===== src/rtl/vga_mem_pkg.sv =====
// Shared definitions for the video SRAM arbiter.
// Holds the default bus widths, the starvation threshold, the active-low
// SRAM strobe levels and the per-cycle grant encoding used by every stage.
// No ports (package).
package vga_mem_pkg;

   localparam int ADDR_W_DEF   = 15;
   localparam int DATA_W_DEF   = 8;
   localparam int MAX_WAIT_DEF = 800;

   // All SRAM control strobes are active-low.
   localparam logic ACTIVE   = 1'b0;
   localparam logic INACTIVE = 1'b1;

   typedef enum logic [1:0] {
      GNT_NONE   = 2'b00,
      GNT_VID    = 2'b01,
      GNT_CPU_RD = 2'b10,
      GNT_CPU_WR = 2'b11
   } grant_e;

   function automatic logic is_cpu_grant(input grant_e g);
      return (g == GNT_CPU_RD) || (g == GNT_CPU_WR);
   endfunction

endpackage


===== src/rtl/vga_mem_arbiter_if.sv =====
// Bundle of every signal the arbiter exchanges with the scanout logic,
// the CPU/drawing port and the external SRAM pins.
// Modports:
//   slave  - the arbiter: takes requests and SRAM read data, drives
//            video/CPU results and the SRAM address/data/strobes.
//   master - the surroundings (scanout, CPU, SRAM): the mirror image.
interface vga_mem_arbiter_if
   import vga_mem_pkg::*;
#(
   parameter int ADDR_W = ADDR_W_DEF,
   parameter int DATA_W = DATA_W_DEF
) ();

   logic              vidReq;
   logic [ADDR_W-1:0] vidAddr;
   logic [DATA_W-1:0] vidData;
   logic              vidValid;

   logic              cpuReq;
   logic              cpuWe;
   logic [ADDR_W-1:0] cpuAddr;
   logic [DATA_W-1:0] cpuWData;
   logic              cpuAck;
   logic [DATA_W-1:0] cpuRData;
   logic              cpuStarvedClr;
   logic              cpuStarved;

   logic [ADDR_W-1:0] memAddr;
   logic [DATA_W-1:0] memWData;
   logic              memDataOe;
   logic [DATA_W-1:0] memRData;
   logic              memCe_n;
   logic              memOe_n;
   logic              memWe_n;

   modport slave (
      input  vidReq, vidAddr, cpuReq, cpuWe, cpuAddr, cpuWData,
             cpuStarvedClr, memRData,
      output vidData, vidValid, cpuAck, cpuRData, cpuStarved,
             memAddr, memWData, memDataOe, memCe_n, memOe_n, memWe_n
   );

   modport master (
      output vidReq, vidAddr, cpuReq, cpuWe, cpuAddr, cpuWData,
             cpuStarvedClr, memRData,
      input  vidData, vidValid, cpuAck, cpuRData, cpuStarved,
             memAddr, memWData, memDataOe, memCe_n, memOe_n, memWe_n
   );

endinterface


===== src/rtl/vga_mem_wait_counter.sv =====
// Tracks how long a pending CPU request has been locked out by scanout.
// Ports:
//   clk, rst_n    - clock, asynchronous active-low reset
//   cpu_req       - CPU request level
//   cpu_inflight  - a CPU access is already outstanding
//   cpu_grant     - the CPU wins arbitration this cycle
//   starved_clr   - clears the sticky starvation flag
//   starved       - sticky flag, set once the wait reaches MAX_WAIT
module vga_mem_wait_counter
   import vga_mem_pkg::*;
#(
   parameter int MAX_WAIT = MAX_WAIT_DEF
) (
   input  logic clk,
   input  logic rst_n,
   input  logic cpu_req,
   input  logic cpu_inflight,
   input  logic cpu_grant,
   input  logic starved_clr,
   output logic starved
);

   localparam int                WAIT_W   = $clog2(MAX_WAIT + 1);
   localparam logic [WAIT_W-1:0] WAIT_MAX = WAIT_W'(MAX_WAIT);

   logic [WAIT_W-1:0] count_q, count_d;
   logic              starved_q, starved_d;

   // A cycle counts as lost only when the CPU is asking, has nothing
   // outstanding and still was not granted. The flag is set from the next
   // count value so the set lands on the same edge the limit is reached,
   // and a set beats a coincident clear.
   always_comb begin
      count_d   = count_q;
      starved_d = starved_q;
      if (!cpu_req || cpu_grant) begin
         count_d = '0;
      end else if (!cpu_inflight && (count_q != WAIT_MAX)) begin
         count_d = count_q + 1'b1;
      end
      if (count_d == WAIT_MAX) begin
         starved_d = 1'b1;
      end else if (starved_clr) begin
         starved_d = 1'b0;
      end
   end

   always_ff @(posedge clk or negedge rst_n) begin
      if (!rst_n) begin
         count_q   <= '0;
         starved_q <= 1'b0;
      end else begin
         count_q   <= count_d;
         starved_q <= starved_d;
      end
   end

   assign starved = starved_q;

endmodule


===== src/rtl/vga_mem_arbiter.sv =====
// Shares one asynchronous video SRAM between scanout fetch and a CPU port.
// Three stages: grant (combinational), SRAM access (registered pins),
// capture (registered read data and completion pulses). Scanout always
// wins and sees a fixed 2-cycle latency; the CPU uses the leftover cycles.
// Ports:
//   vgaClock - pixel clock, all logic on the rising edge
//   reset_n  - asynchronous active-low reset
//   bus      - scanout, CPU and SRAM signals (slave modport)
module vga_mem_arbiter
   import vga_mem_pkg::*;
#(
   parameter int ADDR_W   = ADDR_W_DEF,
   parameter int DATA_W   = DATA_W_DEF,
   parameter int MAX_WAIT = MAX_WAIT_DEF
) (
   input logic              vgaClock,
   input logic              reset_n,
   vga_mem_arbiter_if.slave bus
);

   grant_e            gnt_d, gnt_q;
   logic              inflight_d, inflight_q;
   logic [ADDR_W-1:0] mem_addr_d, mem_addr_q;
   logic [DATA_W-1:0] mem_wdata_d, mem_wdata_q;
   logic              mem_ce_n_d, mem_ce_n_q;
   logic              mem_oe_n_d, mem_oe_n_q;
   logic              mem_we_n_d, mem_we_n_q;
   logic              mem_data_oe_d, mem_data_oe_q;
   logic [DATA_W-1:0] vid_data_d, vid_data_q;
   logic              vid_valid_d, vid_valid_q;
   logic [DATA_W-1:0] cpu_rdata_d, cpu_rdata_q;
   logic              cpu_ack_d, cpu_ack_q;

   // Grant, SRAM pin values for the next cycle and capture of the access
   // granted last cycle. The in-flight flag stays set through the ack
   // cycle so a cpuReq still held there is not granted a second time.
   always_comb begin
      gnt_d         = GNT_NONE;
      mem_addr_d    = mem_addr_q;
      mem_wdata_d   = mem_wdata_q;
      mem_ce_n_d    = INACTIVE;
      mem_oe_n_d    = INACTIVE;
      mem_we_n_d    = INACTIVE;
      mem_data_oe_d = 1'b0;
      vid_data_d    = vid_data_q;
      vid_valid_d   = 1'b0;
      cpu_rdata_d   = cpu_rdata_q;
      cpu_ack_d     = 1'b0;
      inflight_d    = inflight_q;

      if (bus.vidReq) begin
         gnt_d = GNT_VID;
      end else if (bus.cpuReq && !inflight_q) begin
         gnt_d = bus.cpuWe ? GNT_CPU_WR : GNT_CPU_RD;
      end

      case (gnt_d)
         GNT_VID: begin
            mem_addr_d = bus.vidAddr;
            mem_ce_n_d = ACTIVE;
            mem_oe_n_d = ACTIVE;
         end
         GNT_CPU_RD: begin
            mem_addr_d = bus.cpuAddr;
            mem_ce_n_d = ACTIVE;
            mem_oe_n_d = ACTIVE;
         end
         GNT_CPU_WR: begin
            mem_addr_d    = bus.cpuAddr;
            mem_wdata_d   = bus.cpuWData;
            mem_ce_n_d    = ACTIVE;
            mem_we_n_d    = ACTIVE;
            mem_data_oe_d = 1'b1;
         end
         default: ;
      endcase

      if (gnt_q == GNT_VID) begin
         vid_valid_d = 1'b1;
         vid_data_d  = bus.memRData;
      end
      if (is_cpu_grant(gnt_q)) begin
         cpu_ack_d = 1'b1;
      end
      if (gnt_q == GNT_CPU_RD) begin
         cpu_rdata_d = bus.memRData;
      end

      if (is_cpu_grant(gnt_d)) begin
         inflight_d = 1'b1;
      end else if (cpu_ack_q) begin
         inflight_d = 1'b0;
      end
   end

   always_ff @(posedge vgaClock or negedge reset_n) begin
      if (!reset_n) begin
         gnt_q         <= GNT_NONE;
         inflight_q    <= 1'b0;
         mem_addr_q    <= '0;
         mem_wdata_q   <= '0;
         mem_ce_n_q    <= INACTIVE;
         mem_oe_n_q    <= INACTIVE;
         mem_we_n_q    <= INACTIVE;
         mem_data_oe_q <= 1'b0;
         vid_data_q    <= '0;
         vid_valid_q   <= 1'b0;
         cpu_rdata_q   <= '0;
         cpu_ack_q     <= 1'b0;
      end else begin
         gnt_q         <= gnt_d;
         inflight_q    <= inflight_d;
         mem_addr_q    <= mem_addr_d;
         mem_wdata_q   <= mem_wdata_d;
         mem_ce_n_q    <= mem_ce_n_d;
         mem_oe_n_q    <= mem_oe_n_d;
         mem_we_n_q    <= mem_we_n_d;
         mem_data_oe_q <= mem_data_oe_d;
         vid_data_q    <= vid_data_d;
         vid_valid_q   <= vid_valid_d;
         cpu_rdata_q   <= cpu_rdata_d;
         cpu_ack_q     <= cpu_ack_d;
      end
   end

   vga_mem_wait_counter #(
      .MAX_WAIT (MAX_WAIT)
   ) u_wait_counter (
      .clk          (vgaClock),
      .rst_n        (reset_n),
      .cpu_req      (bus.cpuReq),
      .cpu_inflight (inflight_q),
      .cpu_grant    (is_cpu_grant(gnt_d)),
      .starved_clr  (bus.cpuStarvedClr),
      .starved      (bus.cpuStarved)
   );

   assign bus.memAddr   = mem_addr_q;
   assign bus.memWData  = mem_wdata_q;
   assign bus.memCe_n   = mem_ce_n_q;
   assign bus.memOe_n   = mem_oe_n_q;
   assign bus.memWe_n   = mem_we_n_q;
   assign bus.memDataOe = mem_data_oe_q;
   assign bus.vidData   = vid_data_q;
   assign bus.vidValid  = vid_valid_q;
   assign bus.cpuRData  = cpu_rdata_q;
   assign bus.cpuAck    = cpu_ack_q;

endmodule


===== src/flat_wrapper.sv =====
// flat-port wrapper written by rule: the top's interface ports become plain ports
module vga_mem_arbiter_flat import vga_mem_pkg::*;
#(
   parameter int ADDR_W   = ADDR_W_DEF,
   parameter int DATA_W   = DATA_W_DEF,
   parameter int MAX_WAIT = MAX_WAIT_DEF
)
  (vgaClock, reset_n, bus_vidReq, bus_vidAddr, bus_cpuReq, bus_cpuWe, bus_cpuAddr, bus_cpuWData, bus_cpuStarvedClr, bus_memRData, bus_vidData, bus_vidValid, bus_cpuAck, bus_cpuRData, bus_cpuStarved, bus_memAddr, bus_memWData, bus_memDataOe, bus_memCe_n, bus_memOe_n, bus_memWe_n);
  vga_mem_arbiter_if #(.ADDR_W(ADDR_W), .DATA_W(DATA_W)) bus_i ();
  input logic vgaClock;
  input logic reset_n;
  input wire logic [$bits(bus_i.vidReq)-1:0] bus_vidReq;
  input wire logic [$bits(bus_i.vidAddr)-1:0] bus_vidAddr;
  input wire logic [$bits(bus_i.cpuReq)-1:0] bus_cpuReq;
  input wire logic [$bits(bus_i.cpuWe)-1:0] bus_cpuWe;
  input wire logic [$bits(bus_i.cpuAddr)-1:0] bus_cpuAddr;
  input wire logic [$bits(bus_i.cpuWData)-1:0] bus_cpuWData;
  input wire logic [$bits(bus_i.cpuStarvedClr)-1:0] bus_cpuStarvedClr;
  input wire logic [$bits(bus_i.memRData)-1:0] bus_memRData;
  output wire logic [$bits(bus_i.vidData)-1:0] bus_vidData;
  output wire logic [$bits(bus_i.vidValid)-1:0] bus_vidValid;
  output wire logic [$bits(bus_i.cpuAck)-1:0] bus_cpuAck;
  output wire logic [$bits(bus_i.cpuRData)-1:0] bus_cpuRData;
  output wire logic [$bits(bus_i.cpuStarved)-1:0] bus_cpuStarved;
  output wire logic [$bits(bus_i.memAddr)-1:0] bus_memAddr;
  output wire logic [$bits(bus_i.memWData)-1:0] bus_memWData;
  output wire logic [$bits(bus_i.memDataOe)-1:0] bus_memDataOe;
  output wire logic [$bits(bus_i.memCe_n)-1:0] bus_memCe_n;
  output wire logic [$bits(bus_i.memOe_n)-1:0] bus_memOe_n;
  output wire logic [$bits(bus_i.memWe_n)-1:0] bus_memWe_n;
  assign bus_i.vidReq = bus_vidReq;
  assign bus_i.vidAddr = bus_vidAddr;
  assign bus_i.cpuReq = bus_cpuReq;
  assign bus_i.cpuWe = bus_cpuWe;
  assign bus_i.cpuAddr = bus_cpuAddr;
  assign bus_i.cpuWData = bus_cpuWData;
  assign bus_i.cpuStarvedClr = bus_cpuStarvedClr;
  assign bus_i.memRData = bus_memRData;
  assign bus_vidData = bus_i.vidData;
  assign bus_vidValid = bus_i.vidValid;
  assign bus_cpuAck = bus_i.cpuAck;
  assign bus_cpuRData = bus_i.cpuRData;
  assign bus_cpuStarved = bus_i.cpuStarved;
  assign bus_memAddr = bus_i.memAddr;
  assign bus_memWData = bus_i.memWData;
  assign bus_memDataOe = bus_i.memDataOe;
  assign bus_memCe_n = bus_i.memCe_n;
  assign bus_memOe_n = bus_i.memOe_n;
  assign bus_memWe_n = bus_i.memWe_n;
  vga_mem_arbiter #(.ADDR_W(ADDR_W), .DATA_W(DATA_W), .MAX_WAIT(MAX_WAIT)) u_core (.vgaClock(vgaClock), .reset_n(reset_n), .bus(bus_i));
endmodule

===== config.mk =====
export PLATFORM = sky130hd
export DESIGN_NAME = vga_mem_arbiter_flat
export DESIGN_NICKNAME = d
export VERILOG_FILES = /design/src/rtl/vga_mem_pkg.sv /design/src/rtl/vga_mem_arbiter_if.sv /design/src/rtl/vga_mem_wait_counter.sv /design/src/rtl/vga_mem_arbiter.sv /design/src/flat_wrapper.sv
export SDC_FILE = /design/constraint.sdc
export NUM_CORES = 1
export LEC_CHECK = 0
export ABC_AREA = 1
export BUFFER_PORTS_ARGS = -buffer_cell sky130_fd_sc_hd__buf_2
export CAP_MARGIN = 25
export CORE_UTILIZATION = 40
export CTS_CLUSTER_DIAMETER = 30
export DETAILED_ROUTE_END_ITERATION = 7
export HOLD_SLACK_MARGIN = 0.03
export PLACE_DENSITY = 0.67
export SYNTH_ARGS = -nofsm -noshare
export SYNTH_HDL_FRONTEND = slang
export SYNTH_SLANG_ARGS = --single-unit

===== constraint.sdc =====
create_clock -name vgaClock -period 6.1 [get_ports vgaClock]
set_clock_uncertainty 0.15 [all_clocks]
set_input_delay 0.915 -clock vgaClock [delete_from_list [all_inputs] [get_ports vgaClock]]
set_output_delay 0.915 -clock vgaClock [all_outputs]
set_load 0.01 [all_outputs]

==> impl_metrics.json <==
{
  "synth_top_cell_area_share_pct": 54.13,
  "clock_latency_ns": 0.33,
  "fp-row-count": 28,
  "holdWs_ns": 0.2740,
  "rsz0062_at_grt": "false",
  "cp_slowest_cell": "ha_1",
  "yosysTopAreaCell": "dfrtp_1",
  "cp.required_ns": 6.17,
  "max_stage_delay_ns": 0.46,
  "drv_cap": 0,
  "syn2layout_area_growth_pct": 28.90,
  "ctsHtreeMaxLevel": 3,
  "timing.slew.headroom_pct": 50.94,
  "endpoint": "u_core.bus.memWData[7]",
  "cts_hold_buf": 0,
  "syn-instance-count": 302,
  "cts_resized": 0,
  "core_area_um2": 6096,
  "synth-compound-area-share_pct": 10.58,
  "postCtsSetupBuffers": 0,
  "cts.path.max_buffers": 2,
  "synth_cell_types": 24,
  "clock-root-buffer": "clkbuf_8",
  "yosysWarningCount": 0,
  "antenna_found_initial": 0,
  "ys_seq_elements": 59,
  "period_needed_ns": 2.714,
  "setup_tns_ns": 0,
  "viasPerCell": 4.732,
  "path_max_fanout": 20,
  "hpwl_um": 4039,
  "first_global_vias": 2129,
  "drive_gt1_share_pct": 32.02,
  "mostFrequentLayoutCell": "buf_2",
  "end_kind": "flop",
  "cts_tree": "built",
  "die_x_um": 82.45,
  "status": "finished, final reports clean",
  "regToRegSetupSlack_ns": 3.67,
  "startpoint": "bus_cpuReq",
  "wl_um": 5818,
  "synth-xor-area-share_pct": 0.6767,
  "cp_common_cell": "nand2_1",
  "seqCellArea_um2": 1480,
  "synth_fa_ha_area_share_pct": 2.417,
  "worstRegToRegCells": 7,
  "clock_sinks": 59,
  "die_h_um": 82.45,
  "nets": 458,
  "antenna_cells": 0,
  "max_clock_freq_ghz": 0.3684,
  "power.leakage_nw": 1.814,
  "reg2reg_from": "u_core.inflight_q",
  "synth_top_family_by_area": "simple AND/OR/NAND/NOR gates",
  "dp_slack_ns": 3.044,
  "grtUsageTotal_pct": 19.57,
  "crit_path_start_kind": "input pin",
  "slew_viol_final": 0,
  "synth.avg_cell_area_um2": 8.572,
  "synthSimpleGateAreaFrac_pct": 22.38,
  "netlist_area_um2": 2589,
  "finalCritPeriodShare_pct": 44.50,
  "syn-num-nets": 359,
  "critical_path_class": "in2reg",
  "synthTopCellsByArea": "dfrtp_1, nand2_1, a21oi_1",
  "synthMuxAreaShare_pct": 0,
  "reg2reg_to": "u_core.bus.memWData[7]",
  "io-pin-count": 98,
  "drt_iter0_markers": 98,
  "most-common-layout-cells": "buf_2, nand2_1, dfrtp_1",
  "powerDensity_nw_per_um2": 383.6,
  "multi_input_area_um2": 933.4,
  "worst-slew-pin-transition_ns": 0.7359,
  "first_pass_iters": 4,
  "path_clk_slew_ns": 0.07,
  "cp.arrival_ns": 2.79,
  "finalSetupViolations": 0,
  "min_path_type": "reg2reg",
  "yosysSeqAreaShare_pct": 57.18,
  "gr-total-overflow": 0,
  "grt_pass1_wl_um": 9791,
  "hold_viol_final": 0,
  "drc": 0,
  "cts_buffers": 9,
  "port_buffers": 97,
  "setup_ws_ns": 3.386,
  "postRouteAntennaNets": 0,
  "crit_chain": "buf_2 > inv_1 > nor2_2 > nand2_2 > inv_2 > ha_1 > clkinv_1 > nand2_1 > nand2_1",
  "grt_max_degree": 60,
  "via_count": 2276,
  "drt-wirelength-per-cell_um": 12.10,
  "place.gp.congestion": 0.7387,
  "peakVddDrop_v": 0.0002107,
  "start_util_pct": 42.47,
  "die_area_um2": 6797,
  "nFillCells": 581
}
routing by layer:
metal / GRT usage, % / part of all wire (%)
met3: 7.582 / 6.3
met5: 0 / 0
met2: 30.25 / 47
met4: 6.316 / 0.91
met1: 25.14 / 46
cell families (layout without fill, tap and decap cells):
| family | count (synthesis) | after routing |
|---|---|---|
| buffers and inverters | 46 | 150 |
| and+or+nand+nor | 137 | 137 |
| adders and majority gates | 5 | 5 |
| DFF | 59 | 59 |
| AOI/OAI and AO/OA | 53 | 53 |
| xor gates and xnor gates | 2 | 2 |
Yosys cell counts:
library cell   n
nand3b_1       2
dfrtp_1       56
a31oi_1        1
xnor2_1        1
nand3_2        3
nand2_2        2
buf_2          2
dfstp_2        3
nor3_1         1
nand4_1        2
clkbuf_1       8
nor2_4         2
nand2_1       89
o21ai_0       19
xor2_1         1
nor2_1        27
nand3_1        8
ha_1           5
a21oi_1       31
inv_1         32
nor2_2         1
clkinv_1       1
a21oi_2        2
inv_2          3
sequential cells by signal, indices dropped and copies added, names as in the netlist:
| register | flops |
|---|---|
| u_core.u_wait_counter.starved | 1 |
| u_core.bus.memWData | 8 |
| u_core.gnt_q | 2 |
| u_core.bus.memAddr | 15 |
| u_core.bus.cpuAck | 1 |
| u_core.bus.cpuRData | 8 |
| u_core.bus.memOe_n | 1 |
| u_core.bus.memCe_n | 1 |
| u_core.u_wait_counter.count_q | 10 |
| u_core.bus.memDataOe | 1 |
| u_core.bus.vidValid | 1 |
| u_core.bus.memWe_n | 1 |
| u_core.bus.vidData | 8 |
| u_core.inflight_q | 1 |
how the worst min path moves through the flow:
stage,from,cells after the start,to
floorplan,u_core.gnt_q[1],1,u_core.bus.vidValid
detailed placement,u_core.gnt_q[1],0,u_core.bus.cpuAck
CTS,u_core.gnt_q[1],0,u_core.bus.cpuAck
global placement,u_core.gnt_q[1],0,u_core.bus.cpuAck
global route,u_core.gnt_q[1],0,u_core.bus.cpuAck
finish,u_core.gnt_q[1],0,u_core.bus.cpuAck
critical path, delay by kind of cell:
| kind | cells | cell delay [ns] |
|---|---|---|
| AND/OR/NAND/NOR | 4 | 0.57 |
| buffers and inverters | 4 | 0.83 |
| adder cells (fa/ha/maj) | 1 | 0.46 |
through the flow:
stage | instance area [µm²] | power, W | instances | utilization, %
finish | 3337 | 0.001280 | 481 | 54.74
global route | 3337 | 0.001376 | 481 | 54.74
CTS | 3337 | 0.001295 | 481 | 54.74
detailed placement | 3136 | 0.0009345 | 465 | 51.44
global placement | 3136 | 0.0009240 | 465 | 51.44
floorplan | 2589 | 0.0007679 | 302 | -
power breakdown:
part           switching (W)  total (W)  internal [W]
clock network       0.000165   0.000356      0.000191
registers          0.0000612   0.000564      0.000502
logic               0.000217   0.000361      0.000144
total               0.000443    0.00128      0.000837
cell type report:
class | count | share of cell area (%)
flip-flops and latches | 59 | 44.36
clock buffers | 9 | 3.712
well taps | 75 | 2.812
clock inverters | 7 | 2.325
repair buffers | 98 | 14.77
multi-input cells | 197 | 27.97
inverters | 36 | 4.050
Note: power is estimated with default switching activity, not from simulation.
